**config.mk**
```make
export PLATFORM = sky130hd
export DESIGN_NAME = fetch_unit
export DESIGN_NICKNAME = d
export VERILOG_FILES = /design/src/rtl/fetch_unit_pkg.sv /design/src/rtl/fetch_fifo.sv /design/src/rtl/fetch_unit.sv
export SDC_FILE = /design/constraint.sdc
export NUM_CORES = 1
export LEC_CHECK = 0
export ABC_CLOCK_PERIOD_IN_PS = 17800
export BUFFER_PORTS_ARGS = -buffer_cell sky130_fd_sc_hd__buf_2
export CORE_MARGIN = 3
export CORE_UTILIZATION = 57
export DETAILED_ROUTE_END_ITERATION = 8
export GPL_TIMING_DRIVEN = 1
export PLACE_DENSITY = 0.84
export SYNTH_ARGS = -nofsm -noshare
export SYNTH_HDL_FRONTEND = slang
export SYNTH_SLANG_ARGS = --single-unit
```
**constraint.sdc**
```tcl
create_clock -name clock -period 17.8 [get_ports clock]
set_input_delay 4.45 -clock clock [delete_from_list [all_inputs] [get_ports clock]]
set_output_delay 4.45 -clock clock [all_outputs]
set_load 0.02 [all_outputs]
```
**src/rtl/fetch_unit_pkg.sv**
```systemverilog
// Shared fetch-stage encodings, widths and the queued {pc, inst} entry type.
package fetch_unit_pkg;
  localparam int          RV_INST_W = 32;
  localparam int          RV_PC_W   = 32;
  localparam logic [31:0] RV_NOP    = 32'h0000_0013;

  typedef enum logic [1:0] {
    FETCH_RUN   = 2'd0,
    FETCH_STALL = 2'd1,
    FETCH_HALT  = 2'd2
  } fetch_state_t;

  typedef struct packed {
    logic [RV_PC_W-1:0]   pc;
    logic [RV_INST_W-1:0] inst;
  } fetch_entry_t;

  function automatic logic [RV_PC_W-1:0] align_pc(input logic [RV_PC_W-1:0] addr);
    return {addr[RV_PC_W-1:2], 2'b00};
  endfunction
endpackage

```
**src/rtl/fetch_fifo.sv**
```systemverilog
// Synchronous FIFO: a push is visible at dout after the edge; push+pop on full is allowed.
// Flush wins over push; storage is cleared on reset so dout reads zero afterwards.
module fetch_fifo #(
  parameter int WIDTH = 64,
  parameter int DEPTH = 2
) (
  input  logic             clock,
  input  logic             reset_n,
  input  logic             push,
  input  logic             pop,
  input  logic             flush,
  input  logic [WIDTH-1:0] din,
  output logic             full,
  output logic             empty,
  output logic [WIDTH-1:0] dout
);
  localparam int AW = $clog2(DEPTH);

  logic [WIDTH-1:0] mem [DEPTH];
  logic [AW-1:0]    wr_ptr;
  logic [AW-1:0]    rd_ptr;
  logic [AW:0]      count;
  logic             do_push;
  logic             do_pop;

  assign full    = (count == (AW+1)'(DEPTH));
  assign empty   = (count == '0);
  assign do_pop  = pop && !empty;
  assign do_push = push && (!full || do_pop);
  assign dout    = mem[rd_ptr];

  always_ff @(posedge clock) begin
    if (!reset_n) begin
      wr_ptr <= '0;
      rd_ptr <= '0;
      count  <= '0;
      for (int i = 0; i < DEPTH; i++) mem[i] <= '0;
    end else if (flush) begin
      wr_ptr <= '0;
      rd_ptr <= '0;
      count  <= '0;
    end else begin
      if (do_push) begin
        mem[wr_ptr] <= din;
        wr_ptr      <= wr_ptr + AW'(1);
      end
      if (do_pop) rd_ptr <= rd_ptr + AW'(1);
      case ({do_push, do_pop})
        2'b10:   count <= count + (AW+1)'(1);
        2'b01:   count <= count - (AW+1)'(1);
        default: count <= count;
      endcase
    end
  end
endmodule

```
**src/rtl/fetch_unit.sv**
```systemverilog
// Fetch stage: owns the PC, fetches one word per cycle into the decode queue.
// Entry valid the cycle after its push; stalls while the queue is full and decode is not ready.
module fetch_unit
  import fetch_unit_pkg::*;
#(
  parameter logic [31:0] RESET_PC   = 32'h0,
  parameter int          MEM_WORDS  = 256,
  parameter int          FIFO_DEPTH = 2
) (
  input  logic                 clock,
  input  logic                 reset_n,
  output logic [RV_PC_W-1:0]   mem_addr,
  input  logic [RV_INST_W-1:0] mem_inst,
  input  logic                 redirect_valid,
  input  logic [RV_PC_W-1:0]   redirect_target,
  output logic                 dec_valid,
  input  logic                 dec_ready,
  output logic [RV_INST_W-1:0] dec_inst,
  output logic [RV_PC_W-1:0]   dec_pc,
  output logic                 halted,
  output logic                 misalign_err
);
  localparam logic [31:0] MEM_LIMIT = 32'(MEM_WORDS);

  fetch_state_t        state;
  fetch_state_t        state_nxt;
  logic [RV_PC_W-1:0]  pc;
  logic                push;
  logic                pop;
  logic                full;
  logic                empty;
  logic                can_fetch;
  fetch_entry_t        entry_in;
  fetch_entry_t        head;

  assign mem_addr  = {2'b00, pc[RV_PC_W-1:2]};
  assign can_fetch = (mem_addr < MEM_LIMIT);
  assign dec_valid = !empty;
  assign pop       = dec_valid && dec_ready;
  assign entry_in  = '{pc: pc, inst: mem_inst};
  assign dec_pc    = head.pc;
  assign dec_inst  = head.inst;

  fetch_fifo #(
    .WIDTH($bits(fetch_entry_t)),
    .DEPTH(FIFO_DEPTH)
  ) u_fifo (
    .clock  (clock),
    .reset_n(reset_n),
    .push   (push),
    .pop    (pop),
    .flush  (redirect_valid),
    .din    (entry_in),
    .full   (full),
    .empty  (empty),
    .dout   (head)
  );

  always_ff @(posedge clock) begin
    if (!reset_n) state <= FETCH_RUN;
    else          state <= state_nxt;
  end

  // A redirect restarts fetch from any state, including HALT.
  always_comb begin
    state_nxt = state;
    if (redirect_valid) begin
      state_nxt = FETCH_RUN;
    end else begin
      case (state)
        FETCH_RUN: begin
          if (!can_fetch)         state_nxt = FETCH_HALT;
          else if (full && !pop)  state_nxt = FETCH_STALL;
        end
        FETCH_STALL: begin
          if (!can_fetch)         state_nxt = FETCH_HALT;
          else if (pop)           state_nxt = FETCH_RUN;
        end
        FETCH_HALT:               state_nxt = FETCH_HALT;
        default:                  state_nxt = FETCH_RUN;
      endcase
    end
  end

  always_comb begin
    push   = 1'b0;
    halted = 1'b0;
    case (state)
      FETCH_RUN:  push   = !redirect_valid && can_fetch && (!full || pop);
      FETCH_HALT: halted = 1'b1;
      default:    push   = 1'b0;
    endcase
  end

  always_ff @(posedge clock) begin
    if (!reset_n) begin
      pc           <= RESET_PC;
      misalign_err <= 1'b0;
    end else begin
      misalign_err <= redirect_valid && (redirect_target[1:0] != 2'b00);
      if (redirect_valid) pc <= align_pc(redirect_target);
      else if (push)      pc <= pc + 32'd4;
    end
  end
endmodule

```
* After elaboration in Yosys (flattened, before gate mapping)
Memories as Yosys holds them, arrays and structs flattened. A register that Yosys moved wholly into a read port is not among the register bits.
Index checks and enable logic that the tools add are counted.
** Storage, ports and cells
- Output and inout bits :: 99
- Latch bits :: 0
- Bits in writable memories :: 128
- Bits in read-only memories :: 0
- Memories kept :: 1
- Word-level logic and storage cells :: 63
- Input bits :: 68
- Register bits after elaboration :: 39
** Operators by class
- Order comparisons :: 1
- Equal/unequal tests :: 7
- Reduce and logical (&&, ||, !) cells :: 21
- Multipliers :: 0
- Shifts and indexed selects :: 0
- Divide/modulo/power cells :: 0
- Mux-type cells :: 20
- $add $sub $neg :: 5
- Bitwise logic cells :: 1
** Memory list
- u_fifo.mem :: words 2, bits a word 64, rd ports 1, clocked after memory_dff 1, wr ports 2, RTL line fetch_fifo.sv:19 : logic [WIDTH-1:0] mem [DEPTH];
** Operators by type and width (number)
- $mux W32 :: 2
- $mux W64 :: 1
- $reduce_or A64 Y1 :: 1
- $add A32 B3 Y32 const B :: 1
- $lt A30 B9 Y1 const B :: 1
- $mux W1 :: 11
- $mux W2 :: 4
- $logic_and A1 B1 Y1 :: 7
- $eq A2 B2 Y1 const B :: 3
- $ne A3 B3 Y1 const B :: 2
- $pmux W2 S3 :: 1
- $reduce_bool A2 Y1 :: 3
- $eq A2 B1 Y1 const B :: 2
- $logic_not A1 Y1 :: 4
- $logic_not A2 Y1 :: 2
- $pmux W2 S2 :: 1
- $add A1 B1 Y1 const B :: 2
- $add A2 B1 Y2 const B :: 1
- $logic_or A1 B1 Y1 :: 2
- $reduce_and A2 Y1 :: 1
- $reduce_or A2 Y1 :: 1
- $sub A2 B1 Y2 const B :: 1
- $not A1 Y1 :: 1

* Depth between registers and ports, before layout
- Depth in word-level cells :: 13
- Mapped depth :: 8
- Gate-level depth less buffers :: 7

* Cells and area by module
Synthesis repeated with hierarchy kept, for this count alone.
** Unflattened totals
- Cells, all modules :: 544
- Area, all modules :: 7393.3 µm²
** By module, submodules not included
- fetch_fifo :: instances 1, cells each 373, sequential area each 3943.8 µm², area an instance 5796.8 µm²
- fetch_unit :: instances 1, cells each 171, sequential area each 660.6 µm², area an instance 1596.5 µm²

* Least setup slack after synthesis
Ideal clock, no wire load.
- Path kind :: input to register
- From :: in dec_ready
- To :: mem u_fifo.mem[0][0] (enable)
- Path buffers :: 1
- Cell stages on the path :: 5
- Data arrival time :: 9617 ps
- Slack :: 7615 ps
- Required time :: 17232 ps
- Setup time :: 568 ps
- Cells stage by stage :: nor3b_1 nand4bb_4 buf_6 or3_1 o21ai_0
** RTL lines
- start: declaration :: RTL line fetch_unit.sv:17 : input logic dec_ready,
- end: declaration :: RTL line fetch_fifo.sv:19

==> metrics <==
outcome finished clean; post-synth cell types 41; Worst R2R End u_fifo.mem[1][54]; slowest CP cell buf_4; Hold Buf Count CTS 0; Syn Area/Cell approximately 14 µm²; vias in the first global route between 4000 and 5000; post-CTS sizing 0; H-Tree Depth 4; critical path's largest stage delay roughly 640 ps; first-pass GRT wire length about 21 mm; Critical path destination u_fifo.mem[1][54]; Max Freq 0.152 GHz; Ant. Diodes 0; num ports 167; Max VDD drop around 0.077 mV; Clock transition at path regs 60 ps; top post-synthesis cells by area edfxtp_1 (55%), dfxtp_1 (11%), mux2_2 (10%), and2_1 (7.4%), mux2i_1 (3.1%); area leader, netlist edfxtp_1; layout cell share with drive strength beyond 1 0.380; Root Driver clkbuf_16; DRT Pass-1 Iters 4; max_slew headroom 0.331; Worst EP required between 15000 and 20000 ps; Final Hold Fails 0; largest net degree at the start of global routing 63; Final Cycle Share 0.369; Synth top area share 0.548; worst reg2reg path depth 5; Tmin final between 6000 and 7000 ps; final setup violation count 0; buffers added on ports ~160; Die Height between 100 and 150 µm; arrival time worst endpoint 6620 ps; DR WL/cell 16.2 µm; GP Congestion around 0.78; Clock Skews roughly 5.8 ps; RSZ-0062 raised after global routing false; EDFF count, synth about 120; Vias between 4000 and 5000; Worst Hold Class reg -> reg; ys async rst share 0; latest clock arrival within the worst-skew pair roughly 420 ps; mapped cell area between 6000 and 7000 µm²; worst path cell trace buf_2 -> nor3b_1 -> nand4bb_4 -> or3_1 -> o21ai_4 -> buf_4; CP Class in -> reg; Initial Util 0.590; fin. max-slew vios 0; commonest non-fill, non-tap cells in the layout buf_2 (162), edfxtp_1 (124), and2_1 (80); total global routing overflow 0; reg2reg start pc[23]; CTS tree done; dpl hpwl approximately 8.7 mm; synth warn 0; Routed Antenna Nets 0; Max-Cap Viols 0; ys flop type edfxtp_1; DRC errors left 0; GRT Util Overall 0.211; commonest non-fill, non-tap cell in the layout buf_2; Critical Path Source Type input pin; Sink Count about 160; power density over the cells ~100 nW/µm²; antenna violations before repair 1; Num CTS Buffers 17; CP Capture Type flop; DRT Wirelength ~13 mm; synthesis-stage register bit count 162; r2r setup slk 14080 ps; 1st-iter DRT viols around 270; Die Width about 120 µm; postcts setup bufs 0; Worst Tran Pin Value between 900 and 1000 ps; routed vias/inst just over 5; register area share after synthesis 0.660; Leak between 0.003 and 0.004 µW; Setup crit start dec_ready; Design Power 860 µW; Die Area ~13000 µm²; Synth-to-Final Area Change 24.8%; Setup TNS 0 ps; post-synthesis cell count around 480; nets@finish 747; Longest Clk Path Bufs 2; Core ar. about 12000 µm²; FP Rows 39; CP Max Fanout between 50 and 60
## state kept, by name, indices dropped and copies added, names as in the netlist, named ones only
name and cells:
misalign_err 1, pc 30, state 2, u_fifo.count 2, u_fifo.mem 124, u_fifo.rd_ptr 1, u_fifo.wr_ptr 1
## worst min-delay path by stage
| stage | start | endpoint | slack (ps) | cells after the start |
|---|---|---|---|---|
| 2_1_floorplan | state[1] | state[1] | 430 | 1 |
| 3_3_place_gp | state[1] | state[1] | 470 | 1 |
| 3_5_place_dp | state[1] | state[1] | 470 | 1 |
| 4_1_cts | state[1] | state[1] | 490 | 1 |
| 5_1_grt | state[1] | state[1] | 510 | 1 |
| 6_report | state[1] | state[1] | 480 | 1 |
## cell families (layout without fill, tap and decap cells)
group | after synthesis | after routing | share of synthesized area
buffers and inverters | 36 | 204 | 0.0234
flip-flops | 162 | 162 | 0.660
XOR/XNOR | 3 | 3 | 0.00387
AND/OR/NAND/NOR | 159 | 159 | 0.148
other | 1 | 48 | 0.000552
adder cells (fa/ha/maj) | 2 | 2 | 0.00368
AO/OA/AOI/OAI | 29 | 29 | 0.0267
multiplexers | 83 | 83 | 0.134
## synth_stat cells, types with 4 or more instances
master and instances:
and2_1 80, dfxtp_1 38, buf_4 4, nor2_1 10, inv_1 5, o21ai_0 13, a21oi_1 4, edfxtp_1 124
nor2b_1 22, buf_1 4, mux2i_1 21, nor3_1 5, mux2_2 62, nand2_1 10, or3_1 6, clkbuf_1 21
nor4_1 9
## worst max-delay path: cells and delay by family
family                 cells  cell delay [ps]
AO/OA/AOI/OAI              1              370
AND/OR/NAND/NOR            3             1040
buffers and inverters      2              730
## power breakdown
part           switching [µW]  total, µW  internal [µW]  leakage [µW]
logic                    41.5       66.6           25.1       0.00171
clock network             132        359            227      0.000284
registers                8.81        434            425       0.00158
## per-stage QoR
stage               instances   util  area, µm²  hold WS (ps)  setup WS [ps]
CTS                       833  0.736       8480           488          11240
finish                    833  0.736       8480           481          11230
global placement          801  0.686       7900           474          10890
floorplan                 522      -       6970           433           7610
global route              833  0.736       8480           510          11110
detailed placement        801  0.686       7900           471          10800
## per-layer routing
layer,track usage,wire length (µm),vias to the layer above
met2,0.370,7050,150
met5,0,11,-
met3,0.0653,830,22
li1,-,-,2083
met1,0.235,5340,2071
met4,0.0923,255,2
## cell type report
type                       count  area, µm²
multi-input combinational    324       2370
timing repair buffer         167        848
clock inverter                 6        104
tap                          143        179
inverter                       5       18.8
clock buffer                  26        479
fill                         770       3040
sequential                   162       4490
No activity file was read; power rests on OpenSTA's default activity.
